File: config.mk
export PLATFORM = sky130hd
export DESIGN_NAME = spi_sample_reader
export DESIGN_NICKNAME = d
export VERILOG_FILES = /design/src/rtl/spi_sample_reader.sv
export SDC_FILE = /design/constraint.sdc
export NUM_CORES = 1
export LEC_CHECK = 0
export BUFFER_PORTS_ARGS = -buffer_cell sky130_fd_sc_hd__buf_2
export CAP_MARGIN = 15
export CORE_MARGIN = 3
export CORE_UTILIZATION = 55
export CTS_BUF_LIST = sky130_fd_sc_hd__clkbuf_4 sky130_fd_sc_hd__clkbuf_8
export CTS_CLUSTER_SIZE = 25
export DETAILED_ROUTE_END_ITERATION = 6
export PLACE_DENSITY_LB_ADDON = 0.25
export REMOVE_ABC_BUFFERS = 1
export SYNTH_ARGS = -nofsm -noshare
export SYNTH_HDL_FRONTEND = slang
export SYNTH_SLANG_ARGS = --single-unit
File: constraint.sdc
create_clock -name clk -period 2.7 [get_ports clk]
set_clock_uncertainty 0.2 [all_clocks]
set_input_delay 0.135 -clock clk [delete_from_list [all_inputs] [get_ports clk]]
set_output_delay 0.135 -clock clk [all_outputs]
set_load 0.03 [all_outputs]
File: src/rtl/spi_sample_reader.sv
// Periodic SPI frame reader: captures the 12-bit ADC sample and publishes a 2^AVG_LOG2 block average.
// Define SPI_TIMEOUT_EN to build the per-phase handshake timeout and the sticky timeout_err flag.
module spi_sample_reader #(
  parameter int PERIOD   = 100000,
  parameter int AVG_LOG2 = 2,
  parameter int TIMEOUT  = 4096
) (
  input  logic        clk,
  input  logic        rst,
  input  logic        enable,
  input  logic        spi_d_ready,
  input  logic [15:0] spi_d,
  output logic        spi_rd,
  output logic [11:0] sample,
  output logic        sample_valid,
  output logic [11:0] avg,
  output logic        avg_valid,
  output logic        busy,
  output logic        timeout_err
);

  localparam int PCW  = $clog2(PERIOD);
  localparam int ACCW = 12 + AVG_LOG2;
  localparam int SCW  = AVG_LOG2 + 1;
  localparam logic [PCW-1:0] PER_LAST  = PCW'(PERIOD - 1);
  localparam logic [SCW-1:0] SCNT_LAST = SCW'((1 << AVG_LOG2) - 1);

  // state | meaning
  // IDLE  | waiting for the period tick
  // REQ   | spi_rd high, waiting for synchronized ready
  // CAP   | capture frame, update accumulator
  // ACK   | waiting for ready to drop
  typedef enum logic [1:0] {IDLE, REQ, CAP, ACK} state_t;

  state_t          state_q, state_d;
  logic [PCW-1:0]  pcnt_q;
  logic            tick;
  logic            rdy_meta_q, rdy_s_q;
  logic            spi_rd_q, spi_rd_d;
  logic [11:0]     sample_q, sample_d;
  logic            sval_q, sval_d;
  logic [11:0]     avg_q, avg_d;
  logic            aval_q, aval_d;
  logic [ACCW-1:0] acc_q, acc_d, acc_sum;
  logic [SCW-1:0]  scnt_q, scnt_d;
  logic            abort;
  logic            spi_hi_unused;

  assign spi_hi_unused = ^spi_d[15:12];

  always_ff @(posedge clk) begin
    if (rst) begin
      rdy_meta_q <= 1'b0;
      rdy_s_q    <= 1'b0;
      pcnt_q     <= '0;
    end else begin
      rdy_meta_q <= spi_d_ready;
      rdy_s_q    <= rdy_meta_q;
      if (!enable || tick) pcnt_q <= '0;
      else                 pcnt_q <= pcnt_q + 1'b1;
    end
  end

  assign tick    = enable && (pcnt_q == PER_LAST);
  // Width 12+AVG_LOG2 holds 2^AVG_LOG2 full-scale samples, so the sum never wraps.
  assign acc_sum = acc_q + ACCW'(spi_d[11:0]);

`ifdef SPI_TIMEOUT_EN
  localparam int PHW = $clog2(TIMEOUT + 1);
  logic [PHW-1:0] ph_q;
  logic           err_q;
  logic           ph_expired;

  assign ph_expired = (ph_q == PHW'(TIMEOUT - 1));
  assign abort = ph_expired &&
                 (((state_q == REQ) && !rdy_s_q) || ((state_q == ACK) && rdy_s_q));

  always_ff @(posedge clk) begin
    if (rst) begin
      ph_q  <= '0;
      err_q <= 1'b0;
    end else begin
      if (state_d != state_q)                        ph_q <= '0;
      else if ((state_q == REQ) || (state_q == ACK)) ph_q <= ph_q + 1'b1;
      if (abort) err_q <= 1'b1;
    end
  end

  assign timeout_err = err_q;
`else
  localparam int TIMEOUT_UNUSED = TIMEOUT;
  assign abort       = 1'b0;
  assign timeout_err = 1'b0;
`endif

  always_comb begin
    state_d  = state_q;
    spi_rd_d = spi_rd_q;
    sample_d = sample_q;
    sval_d   = 1'b0;
    avg_d    = avg_q;
    aval_d   = 1'b0;
    acc_d    = acc_q;
    scnt_d   = scnt_q;
    unique case (state_q)
      IDLE: begin
        if (tick) begin
          state_d  = REQ;
          spi_rd_d = 1'b1;
        end
      end
      REQ: begin
        if (rdy_s_q) begin
          state_d = CAP;
        end else if (abort) begin
          state_d  = IDLE;
          spi_rd_d = 1'b0;
        end
      end
      CAP: begin
        state_d  = ACK;
        spi_rd_d = 1'b0;
        sample_d = spi_d[11:0];
        sval_d   = 1'b1;
        if (scnt_q == SCNT_LAST) begin
          avg_d  = acc_sum[AVG_LOG2 +: 12];
          aval_d = 1'b1;
          acc_d  = '0;
          scnt_d = '0;
        end else begin
          acc_d  = acc_sum;
          scnt_d = scnt_q + 1'b1;
        end
      end
      ACK: begin
        if (!rdy_s_q || abort) state_d = IDLE;
      end
      default: state_d = IDLE;
    endcase
  end

  always_ff @(posedge clk) begin
    if (rst) begin
      state_q  <= IDLE;
      spi_rd_q <= 1'b0;
      sample_q <= '0;
      sval_q   <= 1'b0;
      avg_q    <= '0;
      aval_q   <= 1'b0;
      acc_q    <= '0;
      scnt_q   <= '0;
    end else begin
      state_q  <= state_d;
      spi_rd_q <= spi_rd_d;
      sample_q <= sample_d;
      sval_q   <= sval_d;
      avg_q    <= avg_d;
      aval_q   <= aval_d;
      acc_q    <= acc_d;
      scnt_q   <= scnt_d;
    end
  end

  assign spi_rd       = spi_rd_q;
  assign sample       = sample_q;
  assign sample_valid = sval_q;
  assign avg          = avg_q;
  assign avg_valid    = aval_q;
  assign busy         = (state_q != IDLE);

endmodule

Word-level counts from Yosys, hierarchy flattened. Index checks and enable logic that the tools add are counted.

Output and inout bits: 29. Register bits: 65.

Reductions and logical operators: 11. Bitwise operators: 1. Equality and inequality tests: 8. $add $sub $neg: 3. Muxes and demuxes: 10.

Operators with widths (count): $add A17 B1 Y17 const B (1); $eq A17 B17 Y1 const B (1); $add A14 B12 Y14 (1); $mux W14 (1); $pmux W2 S4 (1); $mux W2 (3); $ne A2 B2 Y1 const B (3); $eq A2 B2 Y1 const B (2); $reduce_and A2 Y1 (2); $reduce_bool A2 Y1 (2); $reduce_or A2 Y1 (2); $add A3 B1 Y3 const B (1); $eq A3 B2 Y1 const B (1); $mux W1 (3); $mux W3 (1); $reduce_and A3 Y1 (1); $eq A2 B1 Y1 const B (1); $logic_not A2 Y1 (1); $pmux W1 S2 (1); $logic_and A1 B1 Y1 (1); $logic_not A1 Y1 (1); $logic_or A1 B1 Y1 (1); $not A1 Y1 (1).

Longest topological paths before layout.
Depth in word-level cells: 4. Gate-level depth with buffers: 8. Mapped depth without buffers: 7.

Worst setup path before layout. Ideal clock, no wire load.

Path type: reg-to-reg. Start: register acc_q[0]. End: register avg_q[10] (netlist: avg[10]). Period minus slack after synthesis: 2.373 ns. Data arrival time: 2.051 ns. Required time: 2.378 ns. Path slack: 0.327 ns. Cell stages (with the launch flop): 8. Cell sequence: dfxtp_1 ha_1 fa_1 a21o_1 a221oi_2 nand4b_1 a2111oi_0 a311o_1.

Cells in the longest elaborated chain, start to end: 1.

Ends and longest elaborated chain: from (decl) (line 44) `logic [ACCW-1:0] acc_q, acc_d, acc_sum;`; from (signal assigned) (line 150) `acc_q <= '0;`; from (signal assigned) (line 159) `acc_q <= acc_d;`; $add A14 B12 Y14 (line 66) `assign acc_sum = acc_q + ACCW'(spi_d[11:0]);`; to (signal assigned) (line 157) `avg_q <= avg_d;`; to (decl) (line 42) `logic [11:0] avg_q, avg_d;`.

Every way passes these cells. A chain may end at the register's enable or synchronous reset.

Final worst setup path.
Start: input port spi_d[0]. End: register avg_q[10] (netlist: avg[10]).

Cells in the longest elaborated chain, start to end: 1.

Ends and longest elaborated chain: from (decl) (line 12) `input logic [15:0] spi_d,`; $add A14 B12 Y14 (line 66).

Every way passes these cells.

==> reports/qor.yml <==
ys_warn_count: 0
grt_max_degree: 27
dp_hpwl_mm: 4.85
crit_type: "in2reg"
max_cap_viol_count: 0
critical-path-max-stage-delay_ns: 0.55
hold_ws_ns: 0.0315
drt_first_pass_iters: 5
routed_wl_mm: 7.04
use_met2: 0.336
reg2regPathDepth: 7
synthDistinctLibCells: 61
syn_area_um2: 3250
worstHoldPathType: "in2reg"
setup_viol: 0
fin_total_pwr_w: 0.00208
relSlewSlack: 0.590
reg2reg_slack_ns: 0.26
gp_congestion: 0.902
p_sw_w: 0.000558
cts_resized: 0
area_growth_pct: 20.7
numCtsBuffers: 9
antenna_found_initial: 0
drt_iter0_drc: 145
n_fill_cell: 449
fmaxAchievable_ghz: 0.381
power.density_nw_per_um2: 531
fin_area_um2: 3930
core_region_area_um2: 5610
antenna_left: 0
tightest_slew_ns: 0.613
synth_area_per_cell_um2: 8.89
cts.sinks: 65
worst_r2r_startpoint: "acc_q[0]$_SDFFE_PP0P_"
async_reset_ff_frac: 0
synth_common_cells: "65 x dfxtp_1, 49 x nor2_1, 23 x nand2_1, 19 x ha_1, 18 x a21oi_1"
min_period_ns: 2.63
crit_chain: "dlygate4sd3_1, buf_2, ha_1, fa_1, a21o_1, a221oi_2, nand4b_1, a2111oi_0, a311o_1"
power_switching_share: 0.268
leakagePower_nw: 1.66
synth_edf_count: 0
drive_above_1_share: 0.182
arrival_ns: 2.65
dieArea_um2: 6880
portBuffers: 43
cp-startpoint: "spi_d[0]"
fin_crit_sh: 0.973
grt_util_all_layers: 0.209
status: "complete, no violations"
cts-htree-levels: 3
ys_ff_latch: 65
grt_use_met3: 0.0397
routed_via_density: 5.64
placed_cell_area_um2: 3550
grt_pass1_vias: 2721
cts_tree: "yes"
setup.worst_path.end: "avg[10]$_SDFFE_PP0P_"
yosysTopAreaCellShare: 0.400
sequentialPowerShare: 0.481
rows: 27
drv_slew: 0
gr-max-usage-layer: "met2"
hold_viol: 0
ios: 49
diodes: 0
grt_pass1_wl_mm: 12.0
insertion_delay_ns: 0.34
die_h_um: 82.9
synth.most_common_cell: "dfxtp_1"
grt_overflow: 0
ys_seq_area_frac: 0.400
synth.area.top_cells: "dfxtp_1 40%, ha_1 7.3%, nor2_1 5.7%, mux2i_1 3.7%, xor2_1 3.2%"
p_clk_frac: 0.366
crit_buf_inv: 2
dr_total_vias: 2853
critPathTopFamily: "compound AO/OA/AOI/OAI gates"
clockBufferDepth: 2
drc: 0
clockRootBuffer: "clkbuf_8"
cp.depth: 9
r2r-end: "avg[10]$_SDFFE_PP0P_"
wire_per_inst_um: 13.9
grt_use_met1: 0.264
syn-instance-count: 366
start_util: 0.580
critPathMaxFanout: 4
synth_top_area_cell: "dfxtp_1"
nNetsFinal: 470
required_ns: 2.72
p_comb_frac: 0.153
ir_drop_v: 0.000366
ys.flop_type: "dfxtp_1"
clk_pin_slew_ns: 0.07
slowest_stage: "dlygate4sd3_1"
worstSetupStartpointType: "input port"
crit_path_end_kind: "flop"
p_int_w: 0.00153
die_w_um: 82.9
-- flip-flops by register name (all words and copies together), names as in the netlist --
| register | count |
|---|---|
| sample_valid | 1 |
| avg_valid | 1 |
| pcnt_q | 17 |
| acc_q | 14 |
| rdy_meta_q | 1 |
| avg | 12 |
| scnt_q | 3 |
| rdy_s_q | 1 |
| state_q | 2 |
| sample | 12 |
| spi_rd | 1 |
-- power by group through the flow --
stage	combinational (W)	clock, W	sequential (W)
detailed placement	0.000297	0	0.00102
finish	0.000319	0.000763	0.00100
global route	0.000355	0.000826	0.00101
global placement	0.000290	0	0.00102
floorplan	0.000192	0	0.00104
CTS	0.000319	0.000781	0.00100
-- layout by cell type, fill, tap and decap left out, types with 12 or more instances in the layout --
master,netlist,routed
ha_1,19,19
a21oi_1,18,18
nand2_1,23,23
mux2i_1,12,12
clkbuf_8,0,12
nor2_1,49,49
inv_1,12,12
xor2_1,12,12
nand3_1,17,17
dfxtp_1,65,65
buf_2,1,43
dlygate4sd3_1,0,18
-- final cells by class --
| cell class | count | area [µm²] | share of cell area |
|---|---|---|---|
| tap | 72 | 90.1 | 0.0229 |
| clock inverter | 2 | 12.5 | 0.00319 |
| timing repair buffer | 71 | 470 | 0.120 |
| multi-input combinational | 271 | 1840 | 0.467 |
| sequential | 65 | 1300 | 0.331 |
| clock buffer | 13 | 173 | 0.0440 |
| inverter | 12 | 45.0 | 0.0115 |
-- kinds of logic (layout without fill, tap and decap cells) --
kind of cell / Yosys count / after routing / share of synthesized area
other: 1 / 1 / 0.00115
buffers and inverters: 30 / 98 / 0.0361
AO/OA/AOI/OAI: 75 / 75 / 0.161
adder cells (fa/ha/maj): 20 / 20 / 0.0792
multiplexers: 14 / 14 / 0.0438
XOR/XNOR: 21 / 21 / 0.0565
AND/OR/NAND/NOR: 140 / 140 / 0.222
flip-flops: 65 / 65 / 0.400
-- timing repair --
| item | in CTS | in global routing |
|---|---|---|
| endpoints found under the setup margin | 0 | 1 |
| hold endpoints to repair | 21 | 0 |
| setup buffers | 0 | 1 |
| hold buffers | 18 | 0 |
-- how the worst min path moves through the flow --
stage | from | to | slack (ns) | cells after the start
CTS | enable | spi_rd$_SDFFE_PP0P_ | 0.006 | 4
global route | enable | spi_rd$_SDFFE_PP0P_ | 0.09 | 4
floorplan | rst | avg[1]$_SDFFE_PP0P_ | 0.004 | 1
detailed placement | spi_d_ready | rdy_meta_q$_SDFF_PP0_ | 0.15 | 2
global placement | spi_d_ready | rdy_meta_q$_SDFF_PP0_ | 0.14 | 2
finish | enable | spi_rd$_SDFFE_PP0P_ | 0.03 | 4
-- worst min-delay path: stages --
cell	delay, ns
buf_2	0.11
nand3_1	0.09
nand3_1	0.10
a31oi_1	0.08
-- per-layer routing --
metal / part of all wire / up-vias / routed length (µm)
met5: 0 / - / 0
met1: 0.45 / 1319 / 3180
met3: 0.052 / 21 / 366
met4: 0.029 / 0 / 204
met2: 0.47 / 79 / 3280
li1: - / 1434 / -
-- metrics by stage --
stage	TNS, ns	setup slack (ns)	util	cells
after global placement	0	0.322	0.634	472
after global routing	-0.00214	-0.00214	0.700	506
after detailed placement	0	0.296	0.634	472
after floorplan	-0.538	-0.218	-	348
final	0	0.0737	0.700	506
after CTS	0	0.134	0.699	505
(Power assumes the default switching activity.)
